[src/rtl/bcd4_to_bin14.sv]
// Sequential four-digit BCD to 14-bit binary converter using reverse double-dabble
// (shift right, then subtract 3 from any nibble >= 8), one bit per clock.
module bcd4_to_bin14 (
  input  logic        clk,
  input  logic        reset_n,
  input  logic        start,
  input  logic [3:0]  bcd3,
  input  logic [3:0]  bcd2,
  input  logic [3:0]  bcd1,
  input  logic [3:0]  bcd0,
  output logic        busy,
  output logic        done,
  output logic [13:0] bin,
  output logic        err
);

  typedef enum logic [1:0] {S_IDLE, S_SHIFT, S_DONE} state_t;

  state_t      state, state_nxt;
  logic [29:0] sreg;
  logic [29:0] sreg_nxt;
  logic [3:0]  cnt;
  logic        bad_digit;

  // One reverse double-dabble step: shift right, then correct each BCD nibble independently.
  function automatic logic [29:0] shift_fix(input logic [29:0] r);
    logic [29:0] s;
    s = r >> 1;
    for (int i = 0; i < 4; i++) begin
      if (s[14+4*i +: 4] >= 4'd8)
        s[14+4*i +: 4] = s[14+4*i +: 4] - 4'd3;
    end
    return s;
  endfunction

  assign bad_digit = (bcd3 > 4'd9) || (bcd2 > 4'd9) || (bcd1 > 4'd9) || (bcd0 > 4'd9);
  assign sreg_nxt  = shift_fix(sreg);

  always_ff @(posedge clk) begin
    if (!reset_n) state <= S_IDLE;
    else          state <= state_nxt;
  end

  always_comb begin
    state_nxt = state;
    case (state)
      S_IDLE:  if (start) state_nxt = bad_digit ? S_DONE : S_SHIFT;
      S_SHIFT: if (cnt == 4'd13) state_nxt = S_DONE;
      S_DONE:  state_nxt = S_IDLE;
      default: state_nxt = S_IDLE;
    endcase
  end

  always_comb begin
    busy = (state != S_IDLE);
    done = (state == S_DONE);
  end

  // Datapath: result is registered on the last shift so it is valid while in S_DONE.
  always_ff @(posedge clk) begin
    if (!reset_n) begin
      sreg <= '0;
      cnt  <= '0;
      bin  <= '0;
      err  <= 1'b0;
    end else begin
      case (state)
        S_IDLE: begin
          if (start) begin
            sreg <= {bcd3, bcd2, bcd1, bcd0, 14'b0};
            cnt  <= '0;
            bin  <= '0;
            err  <= bad_digit;
          end
        end
        S_SHIFT: begin
          sreg <= sreg_nxt;
          cnt  <= cnt + 4'd1;
          if (cnt == 4'd13) bin <= sreg_nxt[13:0];
        end
        default: ;
      endcase
    end
  end

endmodule

[config.mk]
export PLATFORM = sky130hd
export DESIGN_NAME = bcd4_to_bin14
export DESIGN_NICKNAME = d
export VERILOG_FILES = /design/src/rtl/bcd4_to_bin14.sv
export SDC_FILE = /design/constraint.sdc
export NUM_CORES = 1
export LEC_CHECK = 0
export CORE_MARGIN = 4
export CORE_UTILIZATION = 35
export DETAILED_ROUTE_END_ITERATION = 12
export PLACE_DENSITY = 0.55
export SLEW_MARGIN = 20
export SYNTH_ARGS = -nofsm -noshare
export SYNTH_HDL_FRONTEND = slang
export SYNTH_SLANG_ARGS = --single-unit
[constraint.sdc]
create_clock -name clk -period 1.5 [get_ports clk]
set_clock_uncertainty 0.05 [all_clocks]
set_input_delay 0.15 -clock clk [delete_from_list [all_inputs] [get_ports clk]]
set_output_delay 0.15 -clock clk [all_outputs]
set_load 0.1 [all_outputs]
# Word level (Yosys, flattened, before mapping)

Cells that the tools add are included.

Output and inout port bits: 17
Bits in registers: 51
Input port bits: 19
Logic and storage cells: 48

Reduce and logical (&&, ||, !) cells: 10
Order comparisons: 8
Add/sub/neg operators: 5
Eq/ne operators: 5
Muxes and demuxes: 15

Operators with widths:

| cell                                                                                | number |
|---|---|
| 30-bit case mux with 2 select lines                                                 | 1 |
| 30-bit 2-to-1 mux                                                                   | 1 |
| 14-bit 2-to-1 mux                                                                   | 2 |
| 14-bit case mux with 2 select lines                                                 | 1 |
| 4-bit 2-to-1 mux                                                                    | 5 |
| 4-bit greater-than comparator, second input constant                                | 4 |
| 4-bit greater-or-equal comparator, second input constant                            | 3 |
| 4-bit by 2-bit subtractor with 4-bit output, second input constant                  | 3 |
| 4-bit case mux with 2 select lines                                                  | 1 |
| 2-bit 2-to-1 mux                                                                    | 3 |
| 2-bit AND reduction                                                                 | 3 |
| 4-bit by 1-bit adder with 4-bit output, second input constant                       | 1 |
| 4-bit == test, second input constant                                                | 1 |
| 3-bit by 4-bit greater-or-equal comparator with 1-bit output, second input constant | 1 |
| 2-bit != test, second input constant                                                | 2 |
| 2-bit case mux with 2 select lines                                                  | 1 |
| 2-bit nonzero test                                                                  | 2 |
| 3-bit by 2-bit subtractor with 4-bit output, second input constant                  | 1 |
| 1-bit logical OR                                                                    | 3 |
| 3-bit AND reduction                                                                 | 1 |
| 2-bit by 1-bit == test with 1-bit output, second input constant                     | 1 |
| 2-bit == test, second input constant                                                | 1 |
| 2-bit zero test                                                                     | 1 |

# Logic depth before layout (Yosys ltp)

Gate-level depths: netlist of run 1.

Depth after elaboration: 7
Mapped depth: 7
Gate-level depth less buffers: 5

# Worst setup path before layout of run 1

Ideal clock, no wire load.

Path kind: register to output
Start point: register state[1]
End point: output done
Path slack: -0.717 ns
Required time: 1.300 ns
Path buffers: 1
Stages on the path, launching flop included: 3
Arrival time: 2.017 ns
Path through: dfxtp_1 clkbuf_1 nor2b_1

Cells in the longest elaborated chain, start to end: 1

Ends and longest elaborated chain:

| item                   | RTL line | text |
|---|---|---|
| start, declared        | 19       | `state_t state, state_nxt;` |
| start signal, assigned | 41       | `else state <= state_nxt;` |
| 2-bit == test          | 56       | `done = (state == S_DONE);` |
| end, declared          | 12       | `output logic done,` |

Every way passes these cells.

# Worst setup path in the final report of run 1

Start point: register state[0]
End point: register sreg[17]

Cells in the longest elaborated chain, start to end: 3
Elaborated cells on any way between the ends: 6
Classes of those cells: 2 x eq/ne; 1 x mux; 3 x reduce/logical

Ends and longest elaborated chain:

| item                                                                        | RTL line | text |
|---|---|---|
| 2-bit by 1-bit == test with 1-bit output or 2-bit zero test (tied branches) | 67       | `case (state)` |
| 2-bit nonzero test (no source line) or 2-bit != test (tied branches)        | n/a      |  |
| 2-bit AND reduction (no source line)                                        | n/a      |  |
| end signal, assigned                                                        | 70       | `sreg <= {bcd3, bcd2, bcd1, bcd0, 14'b0};` |
| end signal, assigned                                                        | 77       | `sreg <= sreg_nxt;` |
| end, declared                                                               | 20       | `logic [29:0] sreg;` |

Several ways; a longest one is shown, not always the timed one.
A chain may end at the register's enable or synchronous reset.

==> results.md, run 1 <==
* Clock-pin slew on the worst setup and hold paths at 110 ps
* Via count at 2111
* Routed length on met3 at 178 um
* RSZ-0062 raised after global routing: yes
* Total Power at 2.96 mW
* Number of rows in the core area at 29
* Initial Utilization at 36.8%
* Shortest period the worst path allows at 1500 ps
* FF+latch count, synth at 50
* Filler cell count in the final layout at 635
* Most frequent cell after synthesis: sky130_fd_sc_hd__dfxtp_1
* Number of synthesized flops with an enable pin at 0
* Fraction of synthesis flops using an asynchronous set or reset pin at 0%
* Data required time of the worst path at 1670 ps
* Worst reg2reg path startpoint: state[0]
* Number of sinks driven by the clock tree at 50
* Classification of the worst-slack hold path: in -> reg
* Cell type contributing the most total cell area after synthesis: sky130_fd_sc_hd__dfxtp_1
* I/O pin total at 36
* Synthesized area at 2380 um2
* Period Utilization, post-route at 100%
* Post-synthesis cell count at 276
* Skew-Pair Late Insertion Delay at 310 ps
* Count of unresolved DRC violations after routing at 0
* Final Cell Area at 3350 um2
* TritonCTS clock tree: built
* Mean instance size in the synthesized netlist at 8.61 um2
* Min-Delay Endpoint: sreg[19]
* Worst setup margin at -4.35 ps
* WL/cell at 14.7 um
* Deepest level of the CTS H-tree at 2
* Leakage power at 1.20 nW
* Post-synthesis sequential area ratio at 42.1%
* Critical R2R Capture: sreg[17]
* Port bufs at 35
* Most used standard cells in the synthesized netlist: sky130_fd_sc_hd__dfxtp_1 (50), sky130_fd_sc_hd__nand3_1 (34), sky130_fd_sc_hd__a21oi_1 (31)
* Final Setup Violations at 1
* Drt initial violations at 117
* DR pass1 iterations at 4
* Worst-margin pin slew at 445 ps
* Max Slew Vio Count at 0
* Wire length on met1 at 2.93 mm
* Area of the die at 8170 um2
* Startpoint types: flop
* First-pass GRT wire length at 10.5 mm
* GRT Resource Usage Total at 15.4%
* Half-perimeter wire length after detailed placement at 4.02 mm
* Total placed instance area at 3140 um2
* Fin. Hold Viols at 0
* R2R depth at 5
* Headroom to the max-slew limit at 69.9%
* Clock buffer count from CTS at 5
* Maximum number of pins on one net before global-route repair at 24
* Overall die height at 90.4 um
* Cell types occupying the most area after synthesis: sky130_fd_sc_hd__dfxtp_1 (42%), sky130_fd_sc_hd__nand3_1 (7.2%), sky130_fd_sc_hd__a21oi_1 (6.5%)
* Maximum fanout along the worst path at 11
* MaxCap Viol Count at 0
* Worst vdd rail ir drop at 422 uV
* Maximum number of buffers from clock root to sink at 2
* Violated checks: setup timing
* Kind of end point of the critical path: flop
* Total detailed-routing wirelength at 5.93 mm
* Share of layout cells above drive strength 1 at 22.5%
* Hold Buf Count CTS at 0
* Post-DRT Antenna Nets at 0
* Gpl congestion at 0.725
* Source of the worst hold timing path: bcd1[1]
* Main flop type after synthesis: sky130_fd_sc_hd__dfxtp_1
* Cell variety after synth at 40
* Run status: complete, but fails checks
* Number of cells on the worst hold path at 3
* Core Region at 6460 um2
* Antenna violations before repair at 0
* DR WL met2 at 2.74 mm
* Finished Core Util at 51.9%
* Die width at 90.4 um
* Synth warn at 0
* Relative area change from synthesis to final layout at 41.0%
* Final total negative setup slack at -4.35 ps
* Worst reg2reg setup slack at -4 ps
* Final nets at 351
* Min Hold Slack at 373 ps
* Detail-routed via count per cell at 5.25
* Via count of the first global-routing pass at 2114
* Achievable frequency at 665 MHz
* Data arrival time at the worst-slack endpoint at 1680 ps
* Root Buffer: sky130_fd_sc_hd__clkbuf_8
* Syn_nets at 303
* Overflow after GRT at 0
* Area share of the largest cell type after synthesis at 42.1%
* PwrDens at 885 nW/um2
* Number of antenna cells inserted at 0
* Crit Path Category: reg -> reg
* Uppermost layer routed: met4
## per-stage QoR
step | cells | setup slack (ps)
floorplan | 276 | 28.4
global placement | 393 | -223
detailed placement | 393 | -232
CTS | 402 | 3.30
global route | 402 | -39.1
finish | 402 | -4.35
## worst max-delay path: stages, from the launching register on
cell and delay [ps]:
sky130_fd_sc_hd__dfxtp_2 350, sky130_fd_sc_hd__buf_6 120, sky130_fd_sc_hd__or3b_4 410, sky130_fd_sc_hd__buf_6 160
sky130_fd_sc_hd__o221a_1 220, sky130_fd_sc_hd__o21a_1 100
## cell families (layout without fill, tap and decap cells)
| kind of cell | Yosys count | count (layout) | share of synthesized area [%] |
|---|---|---|---|
| AO/OA/AOI/OAI | 83 | 83 | 23.2 |
| XOR/XNOR | 7 | 7 | 2.58 |
| adder cells (fa/ha/maj) | 8 | 8 | 4.21 |
| buffers and inverters | 34 | 83 | 6.74 |
| flip-flops | 50 | 50 | 42.1 |
| multiplexers | 7 | 7 | 3.11 |
| AND/OR/NAND/NOR | 87 | 87 | 18.1 |
## flip-flops by register name, indices dropped and copies added (netlist names)
signal / cells
bin: 14
state: 2
cnt: 4
sreg: 29
err: 1
## final cells by class
type | instances | area (um2) | share of cell area (%)
repair buffers | 67 | 833 | 24.9
clock inverters | 3 | 47.5 | 1.42
multi-input cells | 192 | 1270 | 38.0
clock buffers | 5 | 68.8 | 2.05
flip-flops and latches | 50 | 1000 | 29.9
inverters | 8 | 30.0 | 0.896
well taps | 77 | 96.3 | 2.87
## worst max-delay path by stage
stage / slack, ps / cells after the start / start / to
2_1_floorplan: 30 / 6 / state[0] / sreg[17]
3_3_place_gp: -220 / 5 / start / sreg[17]
3_5_place_dp: -230 / 5 / start / sreg[17]
4_1_cts: 3 / 5 / state[0] / sreg[17]
5_1_grt: -40 / 5 / state[0] / sreg[17]
6_report: -4 / 5 / state[0] / sreg[17]
## placed cells by master, fill, tap and decap left out, types with 8 or more instances in the layout
master / n
sky130_fd_sc_hd__buf_4: 22
sky130_fd_sc_hd__dfxtp_1: 49
sky130_fd_sc_hd__buf_12: 21
sky130_fd_sc_hd__nand3_1: 34
sky130_fd_sc_hd__o211ai_1: 14
sky130_fd_sc_hd__o21ai_0: 8
sky130_fd_sc_hd__ha_1: 8
sky130_fd_sc_hd__nand2_1: 29
sky130_fd_sc_hd__clkdlybuf4s50_1: 18
sky130_fd_sc_hd__a21oi_1: 31
sky130_fd_sc_hd__inv_1: 8
## power by group
group / internal (mW) / switching [mW]
Combinational: 0.268 / 0.274
Clock: 0.507 / 0.502
Sequential: 1.37 / 0.0421
## what timing repair did
action,4_1_cts,5_1_grt
pin swaps,0,4
endpoints found under the setup margin,2,34
gates resized for setup,6,15
setup buffers,2,0
## layer usage
layer | GRT usage [%] | up-vias
met2 | 24.1 | 36
met5 | 0 | -
met4 | 4.21 | 0
met3 | 3.08 | 9
li1 | - | 1091
met1 | 21.4 | 975
No activity file was read; power rests on OpenSTA's default activity.
==> inputs of run 2 (changes only) <==
Settings changed: CTS_CLUSTER_SIZE from default to 30.
==> results of run 2 <==
No change in the layout: final DEF, timing and power equal those of run 1.
==> inputs of run 3 (changes only) <==
Settings changed: CORE_UTILIZATION 35 to 48, PLACE_DENSITY 0.55 to 0.72, SKIP_CTS_REPAIR_TIMING from default to 1.
==> run 3 against run 2 <==
  * The run now ends clean
  * Critical path type unchanged
  * Sequential power barely moved
  * Critical path depth did not move
  * Sequential cell count did not move
  * Largest cell class unchanged
==> results.md, run 3 (same netlist as run 1, synthesis figures left out) <==
* Data arrival time at the worst-slack endpoint at 1590 ps
* Skew-Pair Late Insertion Delay at 300 ps
* Classification of the worst-slack hold path: in -> reg
* Area of the die at 6140 um2
* Core Region at 4750 um2
* Maximum number of pins on one net before global-route repair at 38
* Achievable frequency at 691 MHz
* TritonCTS clock tree: built
* Ordered list of cells on the worst path: inv_1 -> ha_1 -> mux2_2 -> o21ai_0 -> a31oi_1
* Filler cell count in the final layout at 418
* Crit Path Category: reg -> reg
* Number of rows in the core area at 25
* Final Setup Violations at 0
* Shortest period the worst path allows at 1450 ps
* Clock-pin slew on the worst setup and hold paths at 90 ps
* DR pass1 iterations at 4
* Via count of the first global-routing pass at 2105
* Critical-path cell with the highest stage delay: sky130_fd_sc_hd__dfxtp_1
* Max Slew Vio Count at 0
* Final nets at 342
* Leakage power at 1.14 nW
* Fin. Hold Viols at 0
* Sum of buffers and inverters on the critical path at 1
* Relative area change from synthesis to final layout at 34.9%
* Number of sinks driven by the clock tree at 50
* GRT Resource Usage Total at 19.6%
* Drt initial violations at 146
* Number of antenna cells inserted at 0
* Worst vdd rail ir drop at 590 uV
* Worst-margin pin slew at 295 ps
* Deepest level of the CTS H-tree at 2
* Top reg by flops: sreg
* Worst setup margin at 53.9 ps
* Antenna violations before repair at 0
* Root Buffer: sky130_fd_sc_hd__clkbuf_8
* Largest registers ranked by flip-flop count: sreg x29, bin x14, cnt x4
* Share of layout cells above drive strength 1 at 18.7%
* Maximum number of buffers from clock root to sink at 2
* Final total negative setup slack at 0 ps
* RSZ-0062 raised after global routing: no
* Largest register FFs at 29
* Half-perimeter wire length after detailed placement at 3.92 mm
* MaxCap Viol Count at 0
* WL/cell at 14.8 um
* Headroom to the max-slew limit at 80.0%
* Gpl congestion at 0.784
* Post-DRT Antenna Nets at 0
* Die width at 78.4 um
* PwrDens at 858 nW/um2
* Worst slack at placement at -269 ps
* Overflow after GRT at 0
* Port bufs at 35
* Via count at 2123
* Startpoint types: flop
* Total detailed-routing wirelength at 5.66 mm
* Period Utilization, post-route at 96.4%
* Count of unresolved DRC violations after routing at 0
* Data required time of the worst path at 1650 ps
* Top library cells by usage in the layout, fill and taps aside: sky130_fd_sc_hd__dfxtp_1 (48), sky130_fd_sc_hd__nand3_1 (34), sky130_fd_sc_hd__a21oi_1 (31)
* Category of cells accounting for the largest share of critical-path delay: flip-flops
* Worst stage delay on the critical path at 460 ps
* Most common cell after layout, fill and taps aside: sky130_fd_sc_hd__dfxtp_1
* Area of the multi-input gates at 1230 um2
* I/O pin total at 36
* First-pass GRT wire length at 9.64 mm
* Clock buffer count from CTS at 5
* Overall die height at 78.4 um
* Run status: finished, final reports clean
* Initial Utilization at 50.0%
* Kind of end point of the critical path: flop
* Maximum fanout along the worst path at 5
* Area occupied by registers at 1000 um2
* Detail-routed via count per cell at 5.54
[run 3: cell count changes in the layout (fill, tap and decap cells not counted), moves of 2 or more]
cell and delta:
sky130_fd_sc_hd__a211oi_1 +2, sky130_fd_sc_hd__buf_4 -5, sky130_fd_sc_hd__a211oi_2 -2, sky130_fd_sc_hd__buf_6 -5
[run 3: path summary, 6_finish.rpt]
| kind | start | endpoint | slack (ps) | depth (start not counted) |
|---|---|---|---|---|
| setup / recovery | sreg[23] | sreg[23] | 50 | 5 |
| hold / removal | bcd2[1] | sreg[23] | 380 | 3 |
| setup reg to reg | sreg[23] | sreg[23] | 50 | 5 |
| hold reg to reg | sreg[4] | sreg[3] | 420 | 2 |
[run 3: final cells by class]
cell class                      instances  area share (%)
Clock inverter                          2           0.546
Inverter                                8           0.936
Timing Repair Buffer                   58            23.7
Tap cell                               67            2.61
Sequential cell                        50            31.3
Clock buffer                            6            2.58
Multi-Input combinational cell        192            38.4
[run 3: where the power goes]
part	total (mW)	switching [mW]	internal [mW]
sequential	1.42	0.0481	1.37
clock	0.838	0.458	0.380
combinational	0.494	0.255	0.239
[run 3: through the flow]
stage                     std cells  total power, mW  area (um2)  util (%)  hold slack [ps]
after floorplan                 276             1.74        2380         -              253
after global placement          375             1.93        3100      65.1              405
after detailed placement        375             1.94        3100      65.1              412
after CTS                       383             2.76        3200      67.2              383
after global routing            383             2.87        3210      67.4              384
final                           383             2.75        3210      67.4              383
[run 3: routing by layer]
metal  up-vias  global-route usage [%]  wire, um
met5         -                       0         0
met4         0                    4.90        64
met3         7                    4.82       207
met2        34                    33.3      2830
met1      1016                    24.8      2550
li1       1066                       -         -
[run 3: tightest hold or removal path, cell delays in order]
cell and delay [ps]:
sky130_fd_sc_hd__clkdlybuf4s50_1 420, sky130_fd_sc_hd__nand2_1 60, sky130_fd_sc_hd__a31oi_1 70
